===== src/rtl/target_judge.sv =====
// Latches a nonzero random target, lights its LED, and judges the player's guess or a timeout.
// Optional MISS_PENALTY_EN: when defined, every miss decrements the score (saturating at 0).
module target_judge #(
    parameter int TIMEOUT_CYCLES = 256,
    parameter int SCORE_W        = 4
) (
    input  logic               clk,
    input  logic               reset,
    input  logic               active,
    input  logic [2:0]         target,
    input  logic [2:0]         guess,
    input  logic               press,
    output logic [7:0]         led,
    output logic               hit,
    output logic               miss,
    output logic [SCORE_W-1:0] score,
    output logic               busy
);

    localparam int TW = $clog2(TIMEOUT_CYCLES);
    localparam logic [TW-1:0]      TIMER_LAST = TW'(TIMEOUT_CYCLES - 1);
    localparam logic [SCORE_W-1:0] SCORE_MAX  = '1;

    typedef enum logic [1:0] {
        IDLE,
        LOAD,
        WAIT
    } state_t;

    state_t             state, state_next;
    logic [2:0]         tgt, tgt_next;
    logic [TW-1:0]      timer, timer_next;
    logic               press_q;
    logic               press_edge;
    logic [7:0]         led_next;
    logic               hit_next, miss_next, busy_next;
    logic [SCORE_W-1:0] score_next;

    assign press_edge = press & ~press_q;

    always_ff @(posedge clk) begin
        if (reset) begin
            state   <= IDLE;
            tgt     <= '0;
            timer   <= '0;
            press_q <= 1'b0;
            led     <= '0;
            hit     <= 1'b0;
            miss    <= 1'b0;
            score   <= '0;
            busy    <= 1'b0;
        end else begin
            state   <= state_next;
            tgt     <= tgt_next;
            timer   <= timer_next;
            press_q <= press;
            led     <= led_next;
            hit     <= hit_next;
            miss    <= miss_next;
            score   <= score_next;
            busy    <= busy_next;
        end
    end

    // A dropped enable overrides everything, so an edge in that cycle is never judged.
    always_comb begin
        state_next = state;
        tgt_next   = tgt;
        timer_next = timer;
        hit_next   = 1'b0;
        miss_next  = 1'b0;
        score_next = score;

        if (!active) begin
            state_next = IDLE;
        end else begin
            case (state)
                IDLE: state_next = LOAD;
                LOAD: begin
                    if (target != 3'b000) begin
                        tgt_next   = target;
                        timer_next = '0;
                        state_next = WAIT;
                    end
                end
                WAIT: begin
                    if (press_edge) begin
                        if (guess == tgt) begin
                            hit_next = 1'b1;
                            if (score != SCORE_MAX) score_next = score + 1'b1;
                        end else begin
                            miss_next = 1'b1;
                        end
                        state_next = LOAD;
                    end else if (timer == TIMER_LAST) begin
                        miss_next  = 1'b1;
                        state_next = LOAD;
                    end else begin
                        timer_next = timer + 1'b1;
                    end
                end
                default: state_next = IDLE;
            endcase
        end

`ifdef MISS_PENALTY_EN
        if (miss_next && (score != '0)) score_next = score - 1'b1;
`endif

        // Display outputs are registered from the next state so they track WAIT exactly.
        busy_next = (state_next == WAIT);
        led_next  = busy_next ? (8'b1 << tgt_next) : 8'b0;
    end

endmodule


===== config.mk =====
export PLATFORM = sky130hd
export DESIGN_NAME = target_judge
export DESIGN_NICKNAME = d
export VERILOG_FILES = /design/src/rtl/target_judge.sv
export SDC_FILE = /design/constraint.sdc
export NUM_CORES = 1
export LEC_CHECK = 0
export CAP_MARGIN = 10
export CORE_ASPECT_RATIO = 1.75
export CORE_MARGIN = 4
export CORE_UTILIZATION = 33
export DETAILED_ROUTE_END_ITERATION = 6
export SKIP_LAST_GASP = 1
export SLEW_MARGIN = 20
export SYNTH_ARGS = -nofsm -noshare
export SYNTH_HDL_FRONTEND = slang
export SYNTH_SLANG_ARGS = --single-unit

===== constraint.sdc =====
create_clock -name clk -period 1.6 [get_ports clk]
set_input_delay 0.32 -clock clk [delete_from_list [all_inputs] [get_ports clk]]
set_output_delay 0.32 -clock clk [all_outputs]
set_load 0.02 [all_outputs]

After elaboration in Yosys (flattened, before gate mapping)
Index checks and enable logic that the tools add are counted.
W data, S select, Z words.
- register bits after elaboration: 29
- logic and storage cells: 51
- input bits: 10
- output and inout port bits: 15
- muxes and demuxes: 16
- add/subtract/negate cells: 2
- bitwise operators: 6
- shifts and indexed selects: 1
- reduce and logical (&&, ||, !) cells: 8
- equality and inequality tests: 9
- operators with widths (kind ; number):
    $mux W8 ; 3
    $pmux W8 S2 ; 1
    $reduce_and A5 Y1 ; 2
    $mux W3 ; 3
    $add A8 B1 Y8 const B ; 1
    $eq A8 B8 Y1 const B ; 1
    $mux W2 ; 4
    $shl A1 B3 Y8 const A ; 1
    $ne A2 B2 Y1 const B ; 3
    $pmux W2 S3 ; 1
    $not A1 Y1 ; 5
    $add A4 B1 Y4 const B ; 1
    $eq A2 B2 Y1 const B ; 2
    $mux W1 ; 4
    $ne A4 B4 Y1 const B ; 1
    $reduce_or A4 Y1 ; 1
    $eq A3 B3 Y1 ; 1
    $reduce_bool A3 Y1 ; 1
    $reduce_or A3 Y1 ; 1
    $eq A2 B1 Y1 const B ; 1
    $logic_not A2 Y1 ; 1
    $reduce_bool A2 Y1 ; 1
    $reduce_or A2 Y1 ; 1
    $and A1 B1 Y1 ; 1

Logic depth before layout (Yosys ltp)
Gate-level depths: netlist of run 1.
- depth after elaboration: 8
- gate-level depth with buffers: 6
- mapped depth without buffers: 5

Least setup slack after synthesis of run 1
No wires, ideal clock.
- kind: register -> register
- start: register timer[0]
- end: register timer[4]
- required time: 1530 ps
- setup slack: -124 ps
- path buffers: 1
- period minus slack after synthesis: 1724 ps
- cell stages (with the launch flop): 7
- arrival time: 1654 ps
- setup time: 70 ps
- path through: dfxtp_1 ha_1 and3_1 a211o_1 buf_6 or3_1 a21oi_1
- longest elaborated chain between the ends: 4
- elaborated cells between the ends (all ways): 7
- those cells by class: 1 x add/sub; 2 x eq/ne; 3 x mux; 1 x reduce/logical
- RTL lines (element ; RTL line ; source):
    start: declaration ; 32 ; logic [TW-1:0] timer, timer_next;
    start signal: assignment ; 55 ; timer <= timer_next;
    $add A8 B1 Y8 ; 99 ; timer_next = timer + 1'b1;
    $mux W8 ; 95 ; end else if (timer == TIMER_LAST) begin
    $mux W8 ; 87 ; if (press_edge) begin
    $pmux W8 S2 ; 77 ; case (state)
Parallel ways exist; a longest one is shown, timed or not. The select of a mux whose other input is x is not followed.
A chain may end at the register's enable or synchronous reset.

Worst setup path in the final report of run 1
- start: register timer[1]
- end: register timer[5]
Same word-level chain as after synthesis.

==> results of run 1 <==
==> Yosys cell counts (2+ instances only) <==
cell type	count	area (um^2)
sky130_fd_sc_hd__inv_1	8	30.03
sky130_fd_sc_hd__clkbuf_1	3	11.26
sky130_fd_sc_hd__ha_1	2	25.02
sky130_fd_sc_hd__nor2_1	8	30.03
sky130_fd_sc_hd__o31ai_1	3	22.52
sky130_fd_sc_hd__or3_1	6	37.54
sky130_fd_sc_hd__nor2b_1	3	18.77
sky130_fd_sc_hd__nor3_1	6	30.03
sky130_fd_sc_hd__and3_1	3	18.77
sky130_fd_sc_hd__xnor2_1	3	26.28
sky130_fd_sc_hd__nand2_1	7	26.28
sky130_fd_sc_hd__nand3_1	6	30.03
sky130_fd_sc_hd__a21oi_1	14	70.07
sky130_fd_sc_hd__nand4_1	2	12.51
sky130_fd_sc_hd__a22oi_1	2	15.01
sky130_fd_sc_hd__o32a_1	2	20.02
sky130_fd_sc_hd__and2_1	2	12.51
sky130_fd_sc_hd__o21ai_0	6	30.03
sky130_fd_sc_hd__or4_1	4	30.03
sky130_fd_sc_hd__nand4b_1	2	17.52
sky130_fd_sc_hd__nor3b_1	2	15.01
sky130_fd_sc_hd__dfxtp_1	29	580.6
sky130_fd_sc_hd__o211ai_1	2	15.01
==> what timing repair did <==
action                     CTS  global route
cloned                       1             0
pin swaps                    8            11
resized for setup           19            20
setup endpoints to repair   23            21
hold buffers                 0             0
buffers inserted             4             1
==> logic make-up (layout without fill, tap and decap cells) <==
| kind of cell | count (synthesis) | in the layout | synth area share (%) |
|---|---|---|---|
| compound gates | 35 | 36 | 17.24 |
| xor+xnor | 3 | 3 | 2.069 |
| fa+ha+maj | 2 | 2 | 1.970 |
| buf+inv | 13 | 80 | 4.532 |
| flops | 29 | 29 | 45.71 |
| mux | 2 | 2 | 1.675 |
| simple gates | 57 | 57 | 26.80 |
==> registers in the layout, summed over array words and instances, names as in the netlist <==
name / cells
miss: 1
score: 4
tgt: 3
state: 2
hit: 1
busy: 1
led: 8
press_q: 1
timer: 8
==> power by group through the flow <==
stage	registers (mW)	clock network (mW)	logic [mW]
4_1_cts	0.738	0.605	0.148
2_1_floorplan	0.754	0	0.0544
6_report	0.738	0.581	0.152
3_3_place_gp	0.752	0	0.137
3_5_place_dp	0.753	0	0.141
5_1_grt	0.738	0.632	0.164
==> cells in the final DEF (no fill, tap or decap), types with 6 or more instances in the layout <==
master	netlist	routed
sky130_fd_sc_hd__clkbuf_8	0	6
sky130_fd_sc_hd__a21oi_1	14	11
sky130_fd_sc_hd__clkdlybuf4s50_1	0	13
sky130_fd_sc_hd__dfxtp_1	29	25
sky130_fd_sc_hd__nand2_1	7	7
sky130_fd_sc_hd__dlygate4sd2_1	0	6
sky130_fd_sc_hd__inv_1	8	8
sky130_fd_sc_hd__buf_4	0	39
sky130_fd_sc_hd__nand3_1	6	6
sky130_fd_sc_hd__nor2_1	8	7
==> through the flow <==
stage	TNS (ns)	power [mW]	setup WS (ns)
CTS	-0.1895	1.491	-0.08585
floorplan	-0.05154	0.8086	-0.03075
finish	-0.2738	1.471	-0.1130
global route	-0.6369	1.534	-0.1571
global placement	-7.388	0.8895	-0.4734
detailed placement	-8.133	0.8932	-0.5046
==> per-layer routing <==
metal  vias up  wire length, um  GRT usage, %  part of all wire, %
met3        10              142         4.801                  3.9
met1       626             1271         15.53                   35
li1        658                -             -                    -
met2        35             2114         28.66                   58
met5         -                0             0                    0
met4         0              114         9.533                  3.1
==> worst max-delay path by stage <==
stage,end,start
2_1_floorplan,score[0]$_SDFFE_PP0P_,tgt[1]$_SDFF_PP0_
3_3_place_gp,timer[5]$_SDFFE_PP0P_,active
3_5_place_dp,timer[7]$_SDFFE_PP0P_,active
4_1_cts,timer[5]$_SDFFE_PP0P_,timer[1]$_SDFFE_PP0P_
5_1_grt,timer[5]$_SDFFE_PP0P_,timer[1]$_SDFFE_PP0P_
6_report,timer[5]$_SDFFE_PP0P_,timer[1]$_SDFFE_PP0P_
==> area by class of cell <==
class	count	area (um^2)
clock buffers	7	86.33
multi-input cells	100	764.5
fillers	334	1572
flip-flops and latches	29	585.6
repair buffers	65	569.3
inverters	8	30.03
well taps	46	57.56
==> results.yml, run 1 <==
status:
  status: "complete, but fails checks"
  violations_in_the_final_reports: "negative setup slack"
critical_path:
  critPathCaptureType: "flip-flop"
  critical_path_required_ns: 1.80
  critical_path.startpoint_type: "flip-flop"
  crit-reg2reg-capture: "timer[5]$_SDFFE_PP0P_"
  cpLargestDelayFamily: "simple AND/OR/NAND/NOR gates"
  reg2regPathDepth: 5
  cp.arrival_ns: 1.92
  critPathKind: "reg -> reg"
  crit_path_max_incr_delay_ns: 0.52
  critPathSlowestCell: "sky130_fd_sc_hd__or4_4"
  critical_path.cell_chain: "ha_4 -> and3_4 -> a211o_4 -> or4_4 -> a21oi_2"
  crit_buf_inv: 0
  critical_path.max_fanout: 5
  startpoint_of_the_lowest_slack_register_to_register_path: "timer[1]$_SDFFE_PP0P_"
  setup.reg_to_reg.worst_slack_ns: -0.11
  critical_path_cell_count: 5
synthesis:
  syn-num-nets: 153
  netlist_instances: 141
  postSynthAreaPerCell_um2: 9.007
  ys_async_sr_fraction_pct: 0
  sequential_area_share_after_synthesis_pct: 45.71
  ys_types: 39
  post_syn_area_um2: 1270
  synth_edf_count: 0
  dominantRegCellSynth: "sky130_fd_sc_hd__dfxtp_1"
  synthesis.yosys.warnings: 0
  yosys_register_bits: 29
timing:
  timing.final.crit_period_ns: 1.713
  slew_violations: 0
  hold_viol_final: 0
  timing.final.setup_violations: 4
  rsz0062_at_grt: "yes"
  final.setup.worst_slack_ns: -0.1130
  hold_slack_ns: 0.4386
  post-route-period-util_pct: 107.1
  max_freq_ghz: 0.5838
  slew_headroom_pct: 79.43
  final_setup_skew_ns: 0.005798
  max_slew.worst_pin.slew_ns: 0.3045
global_routing:
  grt_pass1_vias: 1435
  grt_start_max_net_pins: 12
  grt_antenna_before_repair: 0
  grt_usage_pct: 16.37
  grt.overflow.total: 0
  grt_first_pass_wirelength_um: 6058
clock_tree:
  cts-htree-levels: 2
  clock_latency_late_sink_ns: 0.27
  clock_sink_count: 29
  cts_tree: "built"
  cts_made_buffers: 5
  max-clock-path-buffers: 2
  clock-root-buffer: "sky130_fd_sc_hd__clkbuf_8"
  cts.clk_slew.worst_paths_ns: 0.06
pwr:
  power.share.sequential_pct: 50.2
  power_frac_clock_pct: 39.5
  power_per_cell_area_nw_per_um2: 702.6
  internal_power_consumption_mw: 1.151
  power_switching_mw: 0.3201
  netSwitchingFraction_pct: 21.76
  power.ir.vdd_worst_mv: 0.5162
  p_leak_nw: 0.8653
  pwr-share-comb_pct: 10.4
floorplanning:
  top_level_ports: 25
  die_h_um: 90.07
  effective_utilization_at_floorplan_pct: 34.65
  overall_die_width_um: 54.90
  core-area_um2: 3665
  core.rowCount: 29
  design.die.area_um2: 4944
drt:
  post-route-drc-count: 0
  avgRoutedWirePerCell_um: 14.28
  drt_pre_antenna_iters: 4
  finalWirelength_um: 3642
  ant_nets: 0
  first_iter_violations: 24
  drt-vias-per-instance: 5.212
  via_count: 1329
placed_design:
  dp_hpwl_um: 2684
  numPlacedInstances: 242
  post_dp_cell_area_um2: 1843
  port_buffers: 24
  gp_congestion: 0.8311
layout:
  ant_diodes: 0
  post_layout_instance_area_um2: 2093
  final_core_utilization_pct: 57.12
  nets: 221
  final-instance-count-excl-fill: 255
  area.growth.synth_to_final_pct: 64.83
  post_route_cells_drive_above_1_share_pct: 36.84
hold_path:
  min-delay-path-class: "in -> reg"
  hold_start: "press"
  worst_hold_path_ep: "press_q$_SDFF_PP0_"
  whs_path_depth: 2
flow_run:
  cap_violations: 0
(Power assumes the default switching activity.)
==> run 2, diff against run 1 <==
--- a/config.mk
+++ b/config.mk
@@ -9,5 +9,5 @@
 export CORE_ASPECT_RATIO = 1.75
 export CORE_MARGIN = 4
-export CORE_UTILIZATION = 33
+export CORE_UTILIZATION = 35
 export DETAILED_ROUTE_END_ITERATION = 6
 export SKIP_LAST_GASP = 1
==> constraint.sdc (replaced) <==
create_clock -name clk -period 1.6 [get_ports clk]
set_input_delay 0.16 -clock clk [delete_from_list [all_inputs] [get_ports clk]]
set_output_delay 0.16 -clock clk [all_outputs]
set_load 0.02 [all_outputs]
==> results.yml, run 2 (same netlist as run 1, synthesis figures left out) <==
status:
  status: "complete, but fails checks"
  violations_in_the_final_reports: "negative setup slack"
floorplanning:
  design.die.area_um2: 4694
  effective_utilization_at_floorplan_pct: 36.99
  die_h_um: 87.69
  core.rowCount: 28
  core-area_um2: 3433
  overall_die_width_um: 53.54
  top_level_ports: 25
global_routing:
  grt_start_max_net_pins: 12
  grt_usage_pct: 16.24
  grt.overflow.total: 0
  grt_antenna_before_repair: 0
  grt_first_pass_wirelength_um: 5554
  grt_pass1_vias: 1280
timing:
  max_freq_ghz: 0.5901
  hold_viol_final: 0
  hold_slack_ns: 0.3420
  slew_violations: 0
  final_setup_skew_ns: 0.004957
  timing.final.crit_period_ns: 1.695
  post-route-period-util_pct: 105.9
  rsz0062_at_grt: "yes"
  max_slew.worst_pin.slew_ns: 0.2777
  timing.final.setup_violations: 4
  final.setup.worst_slack_ns: -0.09462
  slew_headroom_pct: 81.22
drt:
  ant_nets: 0
  drt-vias-per-instance: 5.072
  via_count: 1268
  post-route-drc-count: 0
  avgRoutedWirePerCell_um: 13.74
  first_iter_violations: 30
  finalWirelength_um: 3436
  drt_pre_antenna_iters: 4
pwr:
  power_switching_mw: 0.3338
  p_leak_nw: 0.7916
  power_per_cell_area_nw_per_um2: 746.2
  power_frac_clock_pct: 42.3
  power.ir.vdd_worst_mv: 0.6712
  power.share.sequential_pct: 48.3
  report.power.total_mw: 1.527
  internal_power_consumption_mw: 1.194
  pwr-share-comb_pct: 9.4
  netSwitchingFraction_pct: 21.86
critical_path:
  critPathSlowestCell: "sky130_fd_sc_hd__or4_4"
  startpoint_of_the_lowest_slack_register_to_register_path: "timer[1]$_SDFFE_PP0P_"
  critical_path.cell_chain: "ha_4 -> and3_4 -> a211o_4 -> or4_4 -> a21oi_2"
  critPathCaptureType: "flip-flop"
  critical_path.startpoint_type: "flip-flop"
  critPathKind: "reg -> reg"
  crit_path_max_incr_delay_ns: 0.51
  endpoint: "timer[5]$_SDFFE_PP0P_"
  reg2regPathDepth: 5
  critical_path_required_ns: 1.81
  critical_path.max_fanout: 7
  crit-reg2reg-capture: "timer[5]$_SDFFE_PP0P_"
  setup.reg_to_reg.worst_slack_ns: -0.09
  setup.worst_path.start: "timer[1]$_SDFFE_PP0P_"
  cp.arrival_ns: 1.90
clock_tree:
  clock_sink_count: 29
  cts-htree-levels: 2
  cts.clk_slew.worst_paths_ns: 0.06
  clock-root-buffer: "sky130_fd_sc_hd__clkbuf_8"
  clock_latency_late_sink_ns: 0.28
  cts_tree: "built"
  cts_made_buffers: 5
  max-clock-path-buffers: 2
layout:
  final_cell_mix: "36 x sky130_fd_sc_hd__buf_4, 23 x sky130_fd_sc_hd__dfxtp_1, 23 x sky130_fd_sc_hd__clkdlybuf4s50_1"
  area.sequential_um2: 588.1
  final-instance-count-excl-fill: 250
  post_route_cells_drive_above_1_share_pct: 36.10
  area.growth.synth_to_final_pct: 61.18
  nets: 216
  final_core_utilization_pct: 59.62
  post_layout_instance_area_um2: 2047
  largestRegisters: "led x8, timer x8, score x4"
  num-fill-cells: 337
  ant_diodes: 0
  multi_input_area_um2: 747.0
  layout_commonest_cell: "sky130_fd_sc_hd__buf_4"
placed_design:
  gp_congestion: 0.7908
  post_dp_cell_area_um2: 1829
  dp_hpwl_um: 2648
  port_buffers: 24
  numPlacedInstances: 241
hold_path:
  min-delay-path-class: "in -> reg"
flow_run:
  cap_violations: 0
## run 2: changes by cell type in the layout (fill, tap and decap cells not counted), sizes merged
| cell | delta |
|---|---|
| buf | -4 |
| dlygate4sd2 | -6 |
| dlymetal6s2s | -4 |
| clkdlybuf4s50 | +10 |
| a211o | -1 |
| clkinv | +1 |
## run 2: through the flow
step	worst slack, ns	setup TNS [ns]
after detailed placement	-0.2831	-3.806
final	-0.09462	-0.2544
after global placement	-0.2567	-3.347
after global routing	-0.1340	-0.4404
after CTS	-0.09573	-0.2629
after floorplan	-0.03075	-0.05154
## run 2: cell type report
type | instances | area share [%]
clock buffers | 7 | 4.707
clock inverters | 1 | 0.2445
inverters | 8 | 1.467
multi-input cells | 99 | 36.49
flip-flops and latches | 29 | 28.73
well taps | 45 | 2.751
repair buffers | 61 | 25.61
## run 2: power groups by stage
| stage | registers [mW] | logic [mW] | clock network (mW) |
|---|---|---|---|
| 2_1_floorplan | 0.754 | 0.0544 | 0 |
| 3_3_place_gp | 0.752 | 0.133 | 0 |
| 3_5_place_dp | 0.752 | 0.135 | 0 |
| 4_1_cts | 0.737 | 0.138 | 0.670 |
| 5_1_grt | 0.737 | 0.156 | 0.714 |
| 6_report | 0.737 | 0.144 | 0.646 |
## run 2: worst min path at each step
| stage | start | endpoint | slack [ns] | cells past startpoint |
|---|---|---|---|---|
| floorplan | press | press_q$_SDFF_PP0_ | 0.29 | 1 |
| global placement | timer[7]$_SDFFE_PP0P_ | timer[7]$_SDFFE_PP0P_ | 0.48 | 2 |
| detailed placement | timer[7]$_SDFFE_PP0P_ | timer[7]$_SDFFE_PP0P_ | 0.48 | 2 |
| CTS | press | press_q$_SDFF_PP0_ | 0.48 | 2 |
| global route | active | state[0]$_SDFF_PP0_ | 0.36 | 3 |
| finish | active | state[0]$_SDFF_PP0_ | 0.34 | 3 |
## run 2: worst max-delay path: cells and delay by family (launching register included)
| family | cells | cell delay (ns) |
|---|---|---|
| AND/OR/NAND/NOR | 2 | 0.66 |
| AO/OA/AOI/OAI | 2 | 0.48 |
| flip-flops | 1 | 0.33 |
| adder cells (fa/ha/maj) | 1 | 0.15 |
## run 2: metal layers
metal | share of wire, % | GRT usage, % | wire length (um)
met1 | 35 | 15.51 | 1194
met2 | 59 | 29.39 | 2011
met3 | 5.0 | 5.451 | 173
met4 | 1.6 | 8.372 | 56
met5 | 0 | 0 | 0
## run 2: repair_timing
action / in CTS / in global routing
resized for setup: 4 / 22
buffers inserted: 0 / 1
hold buffers: 0 / 0
pin swaps: 1 / 9
endpoints found under the setup margin: 9 / 18
==> run 3, diff against run 2 <==
SKIP_CTS_REPAIR_TIMING = 1   (was unset)
TNS_END_PERCENT = 1   (was unset)
==> results.yml, run 3 (same netlist as run 1, synthesis figures left out) <==
critical_path:
  cp.arrival_ns: 1.95
  critical_path_required_ns: 1.82
  setup.reg_to_reg.worst_slack_ns: -0.14
  setup.worst_path.start: "timer[1]$_SDFFE_PP0P_"
  critPathCaptureType: "flip-flop"
  critical_path.max_fanout: 8
  startpoint_of_the_lowest_slack_register_to_register_path: "timer[1]$_SDFFE_PP0P_"
  critical_path.startpoint_type: "flip-flop"
  critPathKind: "reg -> reg"
timing:
  timing.final.crit_period_ns: 1.737
  rsz0062_at_grt: "yes"
  max_freq_ghz: 0.5756
  post-route-period-util_pct: 108.6
  slew_headroom_pct: 78.95
  final.setup.worst_slack_ns: -0.1374
  setup-tns-final_ns: -0.9290
  max_slew.worst_pin.slew_ns: 0.3113
  slew_violations: 0
  hold_viol_final: 0
  final_setup_skew_ns: 0.003750
  timing.final.setup_violations: 14
placed_design:
  dp_slack_ns: -0.2938
  post_dp_cell_area_um2: 1817
  gp_congestion: 0.8481
  port_buffers: 24
  dp_hpwl_um: 2700
global_routing:
  grt_usage_pct: 16.25
  grt_antenna_before_repair: 0
  grt.overflow.total: 0
  grt_start_max_net_pins: 12
  grt_first_pass_wirelength_um: 5485
  grt_pass1_vias: 1273
layout:
  post_layout_instance_area_um2: 1968
  area.growth.synth_to_final_pct: 54.98
  ant_diodes: 0
  post_route_cells_drive_above_1_share_pct: 26.83
  num-fill-cells: 359
  largestRegisters: "led x8, timer x8, score x4"
  final_cell_mix: "37 x sky130_fd_sc_hd__buf_4, 28 x sky130_fd_sc_hd__dfxtp_1, 24 x sky130_fd_sc_hd__clkdlybuf4s50_1"
  nets: 216
  final_core_utilization_pct: 57.33
  layout_commonest_cell: "sky130_fd_sc_hd__buf_4"
pwr:
  power_per_cell_area_nw_per_um2: 840.4
  p_leak_nw: 0.7743
  power.ir.vdd_worst_mv: 0.5713
floorplanning:
  effective_utilization_at_floorplan_pct: 36.99
  design.die.area_um2: 4694
  overall_die_width_um: 53.54
  core.rowCount: 28
  die_h_um: 87.69
  top_level_ports: 25
  core-area_um2: 3433
drt:
  drt-vias-per-instance: 5.164
  ant_nets: 0
  drt_pre_antenna_iters: 4
  avgRoutedWirePerCell_um: 14.00
  post-route-drc-count: 0
  via_count: 1291
  first_iter_violations: 36
  finalWirelength_um: 3499
clock_tree:
  clock_latency_late_sink_ns: 0.28
  cts_tree: "built"
  max-clock-path-buffers: 2
  cts_made_buffers: 5
  cts-htree-levels: 2
  cts.clk_slew.worst_paths_ns: 0.06
  clock-root-buffer: "sky130_fd_sc_hd__clkbuf_8"
  clock_sink_count: 29
flow_run:
  cap_violations: 0
hold_path:
  min-delay-path-class: "in -> reg"
  hold_start: "press"
status:
  violations_in_the_final_reports: "negative setup slack"
  status: "complete, but fails checks"
## run 3: cell types whose count changed in the layout (fill, tap and decap cells not counted), sizes merged
cell           delta
bufinv            +1
clkdlybuf4s50     +1
clkinv            -1
dlymetal6s2s      -1
## run 3: routing by layer
metal / up-vias / global-route usage (%) / wire [um]
met3: 11 / 4.940 / 168
met4: 0 / 8.372 / 83
met1: 603 / 13.03 / 1262
met5: - / 0 / 0
met2: 34 / 32.40 / 1985
li1: 643 / - / -
## run 3: worst max-delay path, stage by stage (launching register included)
cell,delay (ns)
sky130_fd_sc_hd__dfxtp_2,0.32
sky130_fd_sc_hd__ha_2,0.19
sky130_fd_sc_hd__and3_4,0.18
sky130_fd_sc_hd__a211o_4,0.36
sky130_fd_sc_hd__or4_4,0.49
sky130_fd_sc_hd__a21oi_2,0.13
## run 3: report_power, final
part	switching [mW]	total, mW	internal (mW)
logic	0.0660	0.139	0.0732
clock network	0.272	0.779	0.507
registers	0.00495	0.736	0.731
total	0.343	1.65	1.31
## run 3: path summary, 6_finish.rpt
check / end / cells after the start
worst min register to register: score[2]$_SDFFE_PP0P_ / 2
worst max register to register: timer[7]$_SDFFE_PP0P_ / 5
worst min-delay path: press_q$_SDFF_PP0_ / 2
worst max-delay path: timer[7]$_SDFFE_PP0P_ / 5
## run 3: final cells by class
class	count	area [um^2]	area share, %
clock inverter	1	30.03	1.526
tap	45	56.30	2.861
clock buffer	7	86.33	4.387
multi-input combinational	99	665.6	33.82
sequential	29	581.8	29.56
timing repair buffer	61	518.0	26.32
inverter	8	30.03	1.526
## run 3: stage by stage
stage	hold WS [ns]	cells	total power, mW
2_1_floorplan	0.2882	141	0.8084
3_3_place_gp	0.4673	241	0.8850
3_5_place_dp	0.4938	241	0.8883
4_1_cts	0.4726	249	1.664
5_1_grt	0.4834	250	1.713
6_report	0.4761	250	1.654
